File: src/rtl/rs232_pkg.sv
// rs232_pkg: shared encodings, line levels and bit-period helper for the RS232 transmitter and receiver.
package rs232_pkg;

    typedef enum logic [1:0] {IDLE, START, DATA, STOP} state_t;

    localparam logic IDLE_LVL  = 1'b1;
    localparam logic START_LVL = 1'b0;
    localparam logic STOP_LVL  = 1'b1;

    function automatic int calc_bit_per(input int mhz, input int baud);
        return (mhz * 1_000_000) / baud;
    endfunction

endpackage

File: src/rtl/rs232_baud_tick.sv
// rs232_baud_tick: free-running bit-period counter with synchronous clear and a tick on the last count.
module rs232_baud_tick #(
    parameter int bit_per = 4
) (
    input  logic i_clock,
    input  logic i_reset_n,
    input  logic i_clear,
    output logic o_tick
);

    localparam int W = (bit_per > 1) ? $clog2(bit_per) : 1;
    localparam logic [W-1:0] LAST = W'(bit_per - 1);

    logic [W-1:0] r_count;

    assign o_tick = (r_count == LAST);

    always_ff @(posedge i_clock or negedge i_reset_n) begin
        if (!i_reset_n) r_count <= '0;
        else            r_count <= (i_clear || o_tick) ? '0 : r_count + 1'b1;
    end

endmodule

File: src/rtl/rs232_tx.sv
// rs232_tx: 8N1/8N2 serial transmitter with a one-deep holding register feeding a start/data/stop FSM.
module rs232_tx
    import rs232_pkg::*;
#(
    parameter int baud      = 9600,
    parameter int mhz       = 50,
    parameter int stop_bits = 1,
    parameter int invert    = 0
) (
    input  logic       i_clock,
    input  logic       i_reset_n,
    input  logic [7:0] i_tx_data,
    input  logic       i_tx_valid,
    output logic       o_tx_ready,
    output logic       o_tx_busy,
    output logic       o_tx_done,
    output logic       o_rs232_dce_txd
);

    localparam int   BIT_PER   = calc_bit_per(mhz, baud);
    localparam logic INV       = (invert != 0);
    localparam logic LAST_STOP = 1'(stop_bits - 1);

    if (BIT_PER < 2) begin : g_bad_rate
        $error("rs232_tx: bit_per must be at least 2");
    end
    if (stop_bits != 1 && stop_bits != 2) begin : g_bad_stop
        $error("rs232_tx: stop_bits must be 1 or 2");
    end

    state_t     r_state;
    logic [7:0] r_hold;
    logic [7:0] r_shift;
    logic [2:0] r_bit_cnt;
    logic       r_stop_cnt;
    logic       r_ready;
    logic       r_busy;
    logic       r_done;
    logic       r_txd;
    logic       w_tick;
    logic       w_clear;

    assign w_clear         = (r_state == IDLE);
    assign o_tx_ready      = r_ready;
    assign o_tx_busy       = r_busy;
    assign o_tx_done       = r_done;
    assign o_rs232_dce_txd = r_txd;

    rs232_baud_tick #(.bit_per(BIT_PER)) u_baud_tick (
        .i_clock   (i_clock),
        .i_reset_n (i_reset_n),
        .i_clear   (w_clear),
        .o_tick    (w_tick)
    );

    // The line register is loaded with the level of the state being entered, so each bit appears on the edge it starts.
    always_ff @(posedge i_clock or negedge i_reset_n) begin
        if (!i_reset_n) begin
            r_state    <= IDLE;
            r_hold     <= '0;
            r_shift    <= '0;
            r_bit_cnt  <= '0;
            r_stop_cnt <= 1'b0;
            r_ready    <= 1'b1;
            r_busy     <= 1'b0;
            r_done     <= 1'b0;
            r_txd      <= IDLE_LVL ^ INV;
        end else begin
            r_done <= 1'b0;
            if (i_tx_valid && r_ready) begin
                r_hold  <= i_tx_data;
                r_ready <= 1'b0;
            end
            case (r_state)
                IDLE: if (!r_ready) begin
                    r_shift <= r_hold;
                    r_ready <= 1'b1;
                    r_busy  <= 1'b1;
                    r_state <= START;
                    r_txd   <= START_LVL ^ INV;
                end
                START: if (w_tick) begin
                    r_bit_cnt <= '0;
                    r_state   <= DATA;
                    r_txd     <= r_shift[0] ^ INV;
                end
                DATA: if (w_tick) begin
                    r_shift   <= r_shift >> 1;
                    r_bit_cnt <= r_bit_cnt + 3'd1;
                    if (r_bit_cnt == 3'd7) begin
                        r_stop_cnt <= 1'b0;
                        r_state    <= STOP;
                        r_txd      <= STOP_LVL ^ INV;
                    end else begin
                        r_txd <= r_shift[1] ^ INV;
                    end
                end
                STOP: if (w_tick) begin
                    if (r_stop_cnt == LAST_STOP) begin
                        r_done <= 1'b1;
                        if (!r_ready) begin
                            r_shift <= r_hold;
                            r_ready <= 1'b1;
                            r_state <= START;
                            r_txd   <= START_LVL ^ INV;
                        end else begin
                            r_busy  <= 1'b0;
                            r_state <= IDLE;
                            r_txd   <= IDLE_LVL ^ INV;
                        end
                    end else begin
                        r_stop_cnt <= r_stop_cnt + 1'b1;
                    end
                end
                default: r_state <= IDLE;
            endcase
        end
    end

endmodule

File: config.mk
export PLATFORM = sky130hd
export DESIGN_NAME = rs232_tx
export DESIGN_NICKNAME = d
export VERILOG_FILES = /design/src/rtl/rs232_pkg.sv /design/src/rtl/rs232_baud_tick.sv /design/src/rtl/rs232_tx.sv
export SDC_FILE = /design/constraint.sdc
export NUM_CORES = 1
export LEC_CHECK = 0
export CAP_MARGIN = 20
export CORE_MARGIN = 3
export CORE_UTILIZATION = 35
export CTS_CLUSTER_SIZE = 24
export DETAILED_ROUTE_END_ITERATION = 8
export RECOVER_POWER = 25
export SKIP_LAST_GASP = 1
export SLEW_MARGIN = 20
export SYNTH_ARGS = -nofsm -noshare
export SYNTH_HDL_FRONTEND = slang
export SYNTH_SLANG_ARGS = --single-unit
export TNS_END_PERCENT = 30
File: constraint.sdc
create_clock -name i_clock -period 3.23 [get_ports i_clock]
set_input_delay 0.8075 -clock i_clock [delete_from_list [all_inputs] [get_ports i_clock]]
set_output_delay 0.8075 -clock i_clock [all_outputs]
set_load 0.01 [all_outputs]
# --- Word-level counts from Yosys, hierarchy flattened ---
# Index checks and enable logic that the tools add are counted.
totals:
  reg_bits: 39
  out_inout_bits: 4
  in_bits: 11
classes:
  eq_ne: 12
  n_mux: 43
  add_sub_neg: 3
  n_reduce_logical: 13
ops:
  columns: ["op", "n"]
  rows:
  - ["8-bit 2-to-1 mux", 4]
  - ["8-bit case mux with 3 select lines", 1]
  - ["1-bit 2-to-1 mux", 23]
  - ["13-bit by 1-bit adder with 13-bit output, second input constant", 1]
  - ["13-bit == test, second input constant", 1]
  - ["13-bit 2-to-1 mux", 1]
  - ["2-bit 2-to-1 mux", 6]
  - ["5-bit AND reduction", 2]
  - ["2-bit != test, second input constant", 4]
  - ["2-bit case mux with 4 select lines", 1]
  - ["4-bit AND reduction", 2]
  - ["3-bit 2-to-1 mux", 2]
  - ["2-bit by 1-bit != test with 1-bit output, second input constant", 3]
  - ["1-bit case mux with 2 select lines", 3]
  - ["3-bit case mux with 2 select lines", 1]
  - ["6-bit AND reduction", 1]
  - ["2-bit nonzero test", 3]
  - ["2-bit == test, second input constant", 2]
  - ["1-bit case mux with 4 select lines", 1]
  - ["3-bit by 1-bit adder with 3-bit output, second input constant", 1]
  - ["3-bit == test, second input constant", 1]
  - ["3-bit AND reduction", 1]
  - ["3-bit nonzero test", 1]
  - ["2-bit by 1-bit == test with 1-bit output, second input constant", 1]
  - ["4 further kinds", 4]

# --- Longest topological paths before layout ---
# Gate-level depths: netlist of the first run.
depth:
  ltp_word: 6
  mapped_depth: 7

# --- Modules after synthesis ---
# From an unflattened synthesis of the first run, not the netlist that was laid out.
unflattened:
  cells_unflattened: 160
  hier_area_um2: 1899.3
by_module_without_submodules:
  columns: ["module", "n_inst", "area_per_inst_um2", "seq_area_each_um2", "cells_each"]
  rows:
  - ["rs232_tx", 1, 1213.7, 628.1, 92]
  - ["rs232_baud_tick", 1, 685.7, 325.3, 68]

# --- Worst setup path before layout of the first run ---
# OpenSTA, ideal clock, no wires.
synth_path:
  path_kind: "register to register"
  start: "register u_baud_tick.r_count[8]"
  end: "register r_shift[0]"
  required_time_ps: 3105
  arrival_ps: 2060
  path_buffers: 1
  path_stages_with_launch: 6
  slack_ps: 1045
  cell_sequence: "dfrtp_1 -> or4b_4 -> or3_1 -> a221o_1 -> buf_6 -> mux2_4"
synth_between:
  elab_chain_len: 3
  elab_cells_between_ends: 4
synth_rtl:
  columns: ["item", "line_no", "source"]
  rows:
  - ["from (decl)", "rs232_baud_tick.sv:14", "logic [W-1:0] r_count;"]
  - ["from (signal assigned)", "rs232_baud_tick.sv:20", "else r_count <= (i_clear || o_tick) ? '0 : r_count + 1'b1;"]
  - ["13-bit == test (*)", "rs232_baud_tick.sv:16", "assign o_tick = (r_count == LAST);"]
  - ["2-bit by 1-bit != test with 1-bit output (no source line)", null, null]
  - ["4-bit AND reduction (no source line) (*)", null, null]
  - ["to (signal assigned)", "rs232_tx.sv:76", "r_shift <= r_hold;"]
  - ["to (signal assigned)", "rs232_tx.sv:88", "r_shift <= r_shift >> 1;"]
  - ["to (signal assigned)", "rs232_tx.sv:102", "r_shift <= r_hold;"]
  - ["to (decl)", "rs232_tx.sv:33", "logic [7:0] r_shift;"]
# Every way passes the cells marked *; elsewhere a longest branch is shown, timed or not.
# A chain may end at the register's enable or synchronous reset.

# --- Worst setup path in the final report of the first run ---
layout_path:
  start: "register u_baud_tick.r_count[8]"
  end: "register r_shift[2]"
# Same word-level chain as after synthesis.

==> results of run 1 <==
==> power by group through the flow <==
| stage | sequential, mW | combinational (mW) | clock [mW] |
|---|---|---|---|
| 6_report | 0.534 | 0.0990 | 0.408 |
| 5_1_grt | 0.539 | 0.110 | 0.442 |
| 4_1_cts | 0.534 | 0.102 | 0.418 |
| 3_5_place_dp | 0.544 | 0.101 | 0 |
| 3_3_place_gp | 0.541 | 0.0969 | 0 |
| 2_1_floorplan | 0.535 | 0.0714 | 0 |
==> layer usage <==
| metal | vias up | global-route usage, % | part of all wire [%] | wire, um |
|---|---|---|---|---|
| met3 | 8 | 3.92 | 3.1 | 112 |
| met1 | 649 | 15.4 | 47 | 1700 |
| met4 | 0 | 6.76 | 2.4 | 87 |
| li1 | 630 | - | - | - |
| met5 | - | 0 | 0 | 0 |
| met2 | 21 | 19.6 | 47 | 1710 |
==> worst max-delay path: cells and delay by family (launching register included) <==
kind             cells  cell delay [ps]
flip-flops           1              450
multiplexers         1              370
AND/OR/NAND/NOR      2             1090
AO/OA/AOI/OAI        1              550
==> placed cells by master (no fill, tap or decap), types with 4 or more instances in the layout <==
master            n
clkdlybuf4s50_1  13
dfrtp_1          36
xnor2_1           5
or3_1             6
o21ai_0           5
clkbuf_8          5
nor2_1           12
nand2_1           6
mux2_2           16
ha_1              9
nand3_1           5
a22o_1            4
mux2_4            8
a21oi_1           9
inv_1             9
==> final cells by class <==
class                           instances  area [um2]
Clock buffer                            5        68.8
Sequential cell                        38         953
Multi-Input combinational cell        113         913
Tap cell                               70        87.6
Clock inverter                          3        45.0
Timing Repair Buffer                   15         141
Inverter                                9        33.8
Fill cell                             498        2960
==> state kept, by name (all words and copies together), names as in the netlist <==
name,count
r_state,2
o_tx_busy,1
r_bit_cnt,3
o_tx_done,1
o_tx_ready,1
r_hold,8
r_shift,8
u_baud_tick.r_count,13
o_rs232_dce_txd,1
==> cells by family after synthesis <==
logic type | after synthesis | share of synthesized area (%)
AND/OR/NAND/NOR | 41 | 11.4
flip-flops | 38 | 49.5
buffers and inverters | 14 | 3.12
XOR/XNOR | 7 | 3.18
adder cells (fa/ha/maj) | 9 | 5.84
multiplexers | 26 | 16.6
AO/OA/AOI/OAI | 30 | 10.4
==> Yosys cell counts, types with 2 or more instances <==
cell type	n
xnor2_1	5
dfstp_2	2
mux2_4	8
clkbuf_1	3
ha_1	9
o31ai_1	2
nor3_1	2
nand2_1	6
dfrtp_1	36
nor4_1	3
inv_1	9
a211oi_1	2
mux2_2	16
xor2_1	2
nor2_1	12
or3_1	6
nand3_1	5
mux2i_1	2
o21ai_0	5
a22oi_1	2
a22o_1	4
a21oi_1	9
==> worst max path at each step <==
stage / startpoint / slack (ps) / depth (start not counted) / end
after CTS: u_baud_tick.r_count[8]$_DFF_PN0_ / 650 / 4 / r_shift[2]$_DFFE_PN0P_
after global placement: u_baud_tick.r_count[8]$_DFF_PN0_ / 720 / 4 / r_shift[7]$_DFFE_PN0P_
after global routing: i_reset_n / 560 / 1 / r_hold[1]$_DFFE_PN0P_
after detailed placement: u_baud_tick.r_count[8]$_DFF_PN0_ / 650 / 4 / r_shift[2]$_DFFE_PN0P_
after floorplan: u_baud_tick.r_count[8]$_DFF_PN0_ / 1040 / 5 / r_shift[0]$_DFFE_PN0P_
final: u_baud_tick.r_count[8]$_DFF_PN0_ / 660 / 4 / r_shift[2]$_DFFE_PN0P_
==> stage by stage <==
step / setup slack, ps / utilization [%] / instance area [um2] / power [mW]
6_report: 661 / 43.1 / 2240 / 1.04
3_5_place_dp: 651 / 40.9 / 2130 / 0.645
4_1_cts: 650 / 43.1 / 2240 / 1.05
3_3_place_gp: 719 / 40.9 / 2130 / 0.638
5_1_grt: 555 / 43.1 / 2240 / 1.09
2_1_floorplan: 1040 / - / 1930 / 0.607
==> results_dict.tcl, run 1 <==
set metrics [dict create \
    status "complete, but fails checks" \
    violations "capacitance limit, slew limit" \
    cpMaxStageDelayCell "or4b_4" \
    cts_max_path_buffers 2 \
    drc 0 \
    r2r_cells 4 \
    placedCellCount 245 \
    worstHoldStart "r_hold[0]$_DFFE_PN0P_" \
    cts_buffers 5 \
    r2r-start "u_baud_tick.r_count[8]$_DFF_PN0_" \
    max_slew_margin_pct -34.0 \
    critical_path_required_ps 3410 \
    yosys.area.top_type_share_pct 46.8 \
    cp_cell_sequence "or4b_4 -> or3_1 -> a221o_1 -> mux2_4" \
    skew_ps 7.13 \
    p_clk_share_pct 39.2 \
    routed_via_density 5.17 \
    syn_nets 185 \
    drive_gt1_share_pct 19.7 \
    grt_max_degree 39 \
    min_to "r_hold[0]$_DFFE_PN0P_" \
    arrival_ps 2750 \
    grt_pass1_vias 1355 \
    num_vias 1308 \
    place.gp.congestion 0.820 \
    reg2reg_slack_ps 660 \
    powerDensity_nw_per_um2 464 \
    grtUsageTotal_pct 12.6 \
    dieArea_um2 6430 \
    fin_crit_ps 2570 \
    final_nets 202 \
    ys_seq_area_share_pct 49.5 \
    io_buffer_count 14 \
    grt_pass1_wl_um 6210 \
    switching_share_pct 22.2 \
    final_cells 253 \
    rows 26 \
    tns_ps 0 \
    die_h_um 80.2 \
    drtIter0Drc 77 \
    crit_fanout 11 \
    synth_area_per_cell_um2 11.7 \
    synth_area_leaders "dfrtp_1 47%, mux2_2 9.4%, mux2_4 6.2%" \
    p_leak_nw 0.971 \
    antennaDiodeCount 0 \
    cts_tree "done" \
    cp-start-kind "flip-flop" \
    cts_resized 0 \
    tightest_slew_ps 2010 \
    clk_pin_slew_ps 80 \
    postCtsSetupRepairBufs 0 \
    hold_viol_final 0 \
    clk_latency_ps 300 \
    antenna_left 0 \
    p_int_mw 0.810 \
    routed_wl_um 3600 \
    area_growth_pct 16.4 \
    syn_inst 165 \
    async_flop_share_pct 100 \
    antenna_found_initial 0 \
    synth.distinct_cells 37 \
    power_frac_seq_pct 51.3 \
    slowest_delay_ps 550 \
    fmax_mhz 389 \
    comb_power_share_pct 9.5 \
    timing.hold.ws_ps 511 \
    htreeDepth 2 \
    ys_ff_latch 38 \
    fin_crit_sh_pct 79.5 \
    synth_edf_count 0 \
    coreArea_um2 5200 \
    slew_viol_final 39 \
    die_w_um 80.2 \
    dr.pass1.iters 4 \
    worstHoldPathCells 1 \
    cts_hold_buffers 0 \
    ys_warn_count 0 \
    post_drt_wl_per_cell_um 14.2 \
    clock_sinks 38 \
    hpwlAfterDp_um 2510 \
    netlist_area_um2 1930 \
    start_util_pct 37.0 \
    synth_flop_cell "dfrtp_1" \
    min-delay-path-class "reg2reg" \
    p_switching_mw 0.231 \
    end_kind "flip-flop" \
    setup_viol 0 \
    yosys.area.top_type "dfrtp_1" \
    critical_path_class "reg2reg" \
    max_cap_violations 1 \
    rsz0062_at_grt "false" \
    io_pins 15 \
    timing.rr.end "r_shift[2]$_DFFE_PN0P_" \
    grt.overflow.total 0 \
    ir_drop_mv 0.155 \
    root_buffer "clkbuf_8" \
]
Power figures use the tool's default switching activity.
==> run 2, diff against run 1 <==
clock period = 2.2 ns   (was 3.23 ns; I/O delays follow)
==> run 2 against run 1 <==
Against the previous run: the run ends with setup timing left; utilization is 2.2 points higher; highest routed layer unchanged; cell area up 5.2%; worst setup slack lost 670 ps; power increased by 38%; largest cell class unchanged; clock power grew 23%.
==> results_dict.tcl, run 2 (synthesized netlist as in run 1, its figures left out) <==
set metrics [dict create \
    status "complete, but fails checks" \
    violations "setup timing" \
    coreArea_um2 5200 \
    critical_path_required_ps 2370 \
    cts_buffers 5 \
    crit_start "u_baud_tick.r_count[8]$_DFF_PN0_" \
    placedCellCount 261 \
    antennaDiodeCount 0 \
    skew_ps 5.86 \
    routed_wl_um 3690 \
    tns_ps -6.05 \
    io_buffer_count 14 \
    antenna_found_initial 0 \
    slew_viol_final 0 \
    drc 0 \
    fin_crit_ps 2200 \
    tightest_slew_ps 946 \
    num_vias 1367 \
    cts_tree "done" \
    rsz0062_at_grt "true" \
    routed_via_density 5.06 \
    place.gp.congestion 0.867 \
    area_growth_pct 22.5 \
    grt_pass1_wl_um 6520 \
    reg_top3 "u_baud_tick.r_count (13), r_hold (8), r_shift (8)" \
    grtUsageTotal_pct 12.9 \
    htreeDepth 2 \
    final_cells 270 \
    final_cell_mix "36 x dfrtp_1, 16 x mux2_2, 16 x buf_4" \
    crit_fanout 8 \
    layout_commonest_cell "dfrtp_1" \
    grt_max_degree 39 \
    rows 26 \
    largest_reg_flops 13 \
    end_kind "flip-flop" \
    cp-start-kind "flip-flop" \
    post_drt_wl_per_cell_um 13.6 \
    clock_sinks 38 \
    arrival_ps 2380 \
    hpwlAfterDp_um 2660 \
    grt_pass1_vias 1439 \
    critical_path_class "reg2reg" \
    io_pins 15 \
    max_slew_margin_pct 36.9 \
    grt.overflow.total 0 \
    root_buffer "clkbuf_8" \
    die_w_um 80.2 \
    clk_latency_ps 290 \
    min-delay-path-class "in2async" \
    drive_gt1_share_pct 27.5 \
    final_nets 219 \
    setup_viol 3 \
    max_cap_violations 0 \
    fin_ws_ps -4.24 \
    ir_drop_mv 0.289 \
    die_h_um 80.2 \
    regMostFlops "u_baud_tick.r_count" \
    dieArea_um2 6430 \
    fin_crit_sh_pct 100 \
    start_util_pct 37.0 \
    r2r-start "u_baud_tick.r_count[8]$_DFF_PN0_" \
    drtIter0Drc 81 \
    antenna_left 0 \
    powerDensity_nw_per_um2 607 \
    p_leak_nw 1.06 \
    fmax_mhz 454 \
    clk_pin_slew_ps 80 \
    hold_viol_final 0 \
    dr.pass1.iters 4 \
    cts_max_path_buffers 2 \
]
[run 2: cell count changes in the layout (fill, tap and decap cells not counted), sizes merged]
| cell | before | now |
|---|---|---|
| buf | 1 | 18 |
| bufinv | 1 | 0 |
| clkbuf | 6 | 7 |
| clkinv | 0 | 1 |
| clkinvlp | 2 | 1 |
[run 2: per-layer routing]
metal	wire (um)	vias up	global-route usage [%]
met1	1680	673	15.4
met5	0	-	0
met3	96	4	3.14
met2	1860	28	22.9
met4	44	0	3.55
li1	-	662	-
[run 2: final timing paths]
kind                                                    end  slack [ps]  cells past startpoint
setup / recovery                     r_shift[7]$_DFFE_PN0P_          -4                      5
hold / removal                       r_state[0]$_DFFE_PN0P_         480                      2
setup reg to reg                     r_shift[7]$_DFFE_PN0P_          -4                      5
hold reg to reg            u_baud_tick.r_count[0]$_DFF_PN0_         500                      1
max in group asynchronous          r_bit_cnt[2]$_DFFE_PN0P_        1140                      2
min in group i_clock       u_baud_tick.r_count[0]$_DFF_PN0_         500                      1
[run 2: timing repair]
item                                    4_1_cts  5_1_grt
setup buffers                                 1        0
pin swaps                                     0        1
resized for setup                             2        0
endpoints found under the setup margin        8        8
hold buffers                                  0        0
[run 2: layout make-up]
class                           instances  area (um2)
Clock inverter                          2        12.5
Inverter                                9        33.8
Multi-Input combinational cell        113         918
Tap cell                               70        87.6
Sequential cell                        38         953
Timing Repair Buffer                   32         272
Fill cell                             489        2850
Clock buffer                            6        82.6
[run 2: critical path, cell delays in order (launching register included)]
cell	delay [ps]
dfrtp_1	380
or4b_4	540
or3_4	400
a221o_1	310
buf_6	160
mux2_4	300
[run 2: power breakdown]
group | switching (mW) | leakage, nW | internal [mW] | total, mW
combinational | 0.0502 | 0.526 | 0.0976 | 0.148
sequential | 0.0294 | 0.486 | 0.755 | 0.784
clock | 0.249 | 0.0472 | 0.252 | 0.501
[run 2: through the flow]
step	instance area, um2	total power [mW]	worst slack (ps)	hold WS [ps]	utilization [%]
5_1_grt	2360	1.51	-49.6	535	45.3
4_1_cts	2360	1.46	-5.08	313	45.4
3_5_place_dp	2250	0.950	-24.5	489	43.2
6_report	2360	1.43	-4.24	481	45.3
2_1_floorplan	1930	0.891	14.8	254	-
3_3_place_gp	2250	0.938	3.81	482	43.2
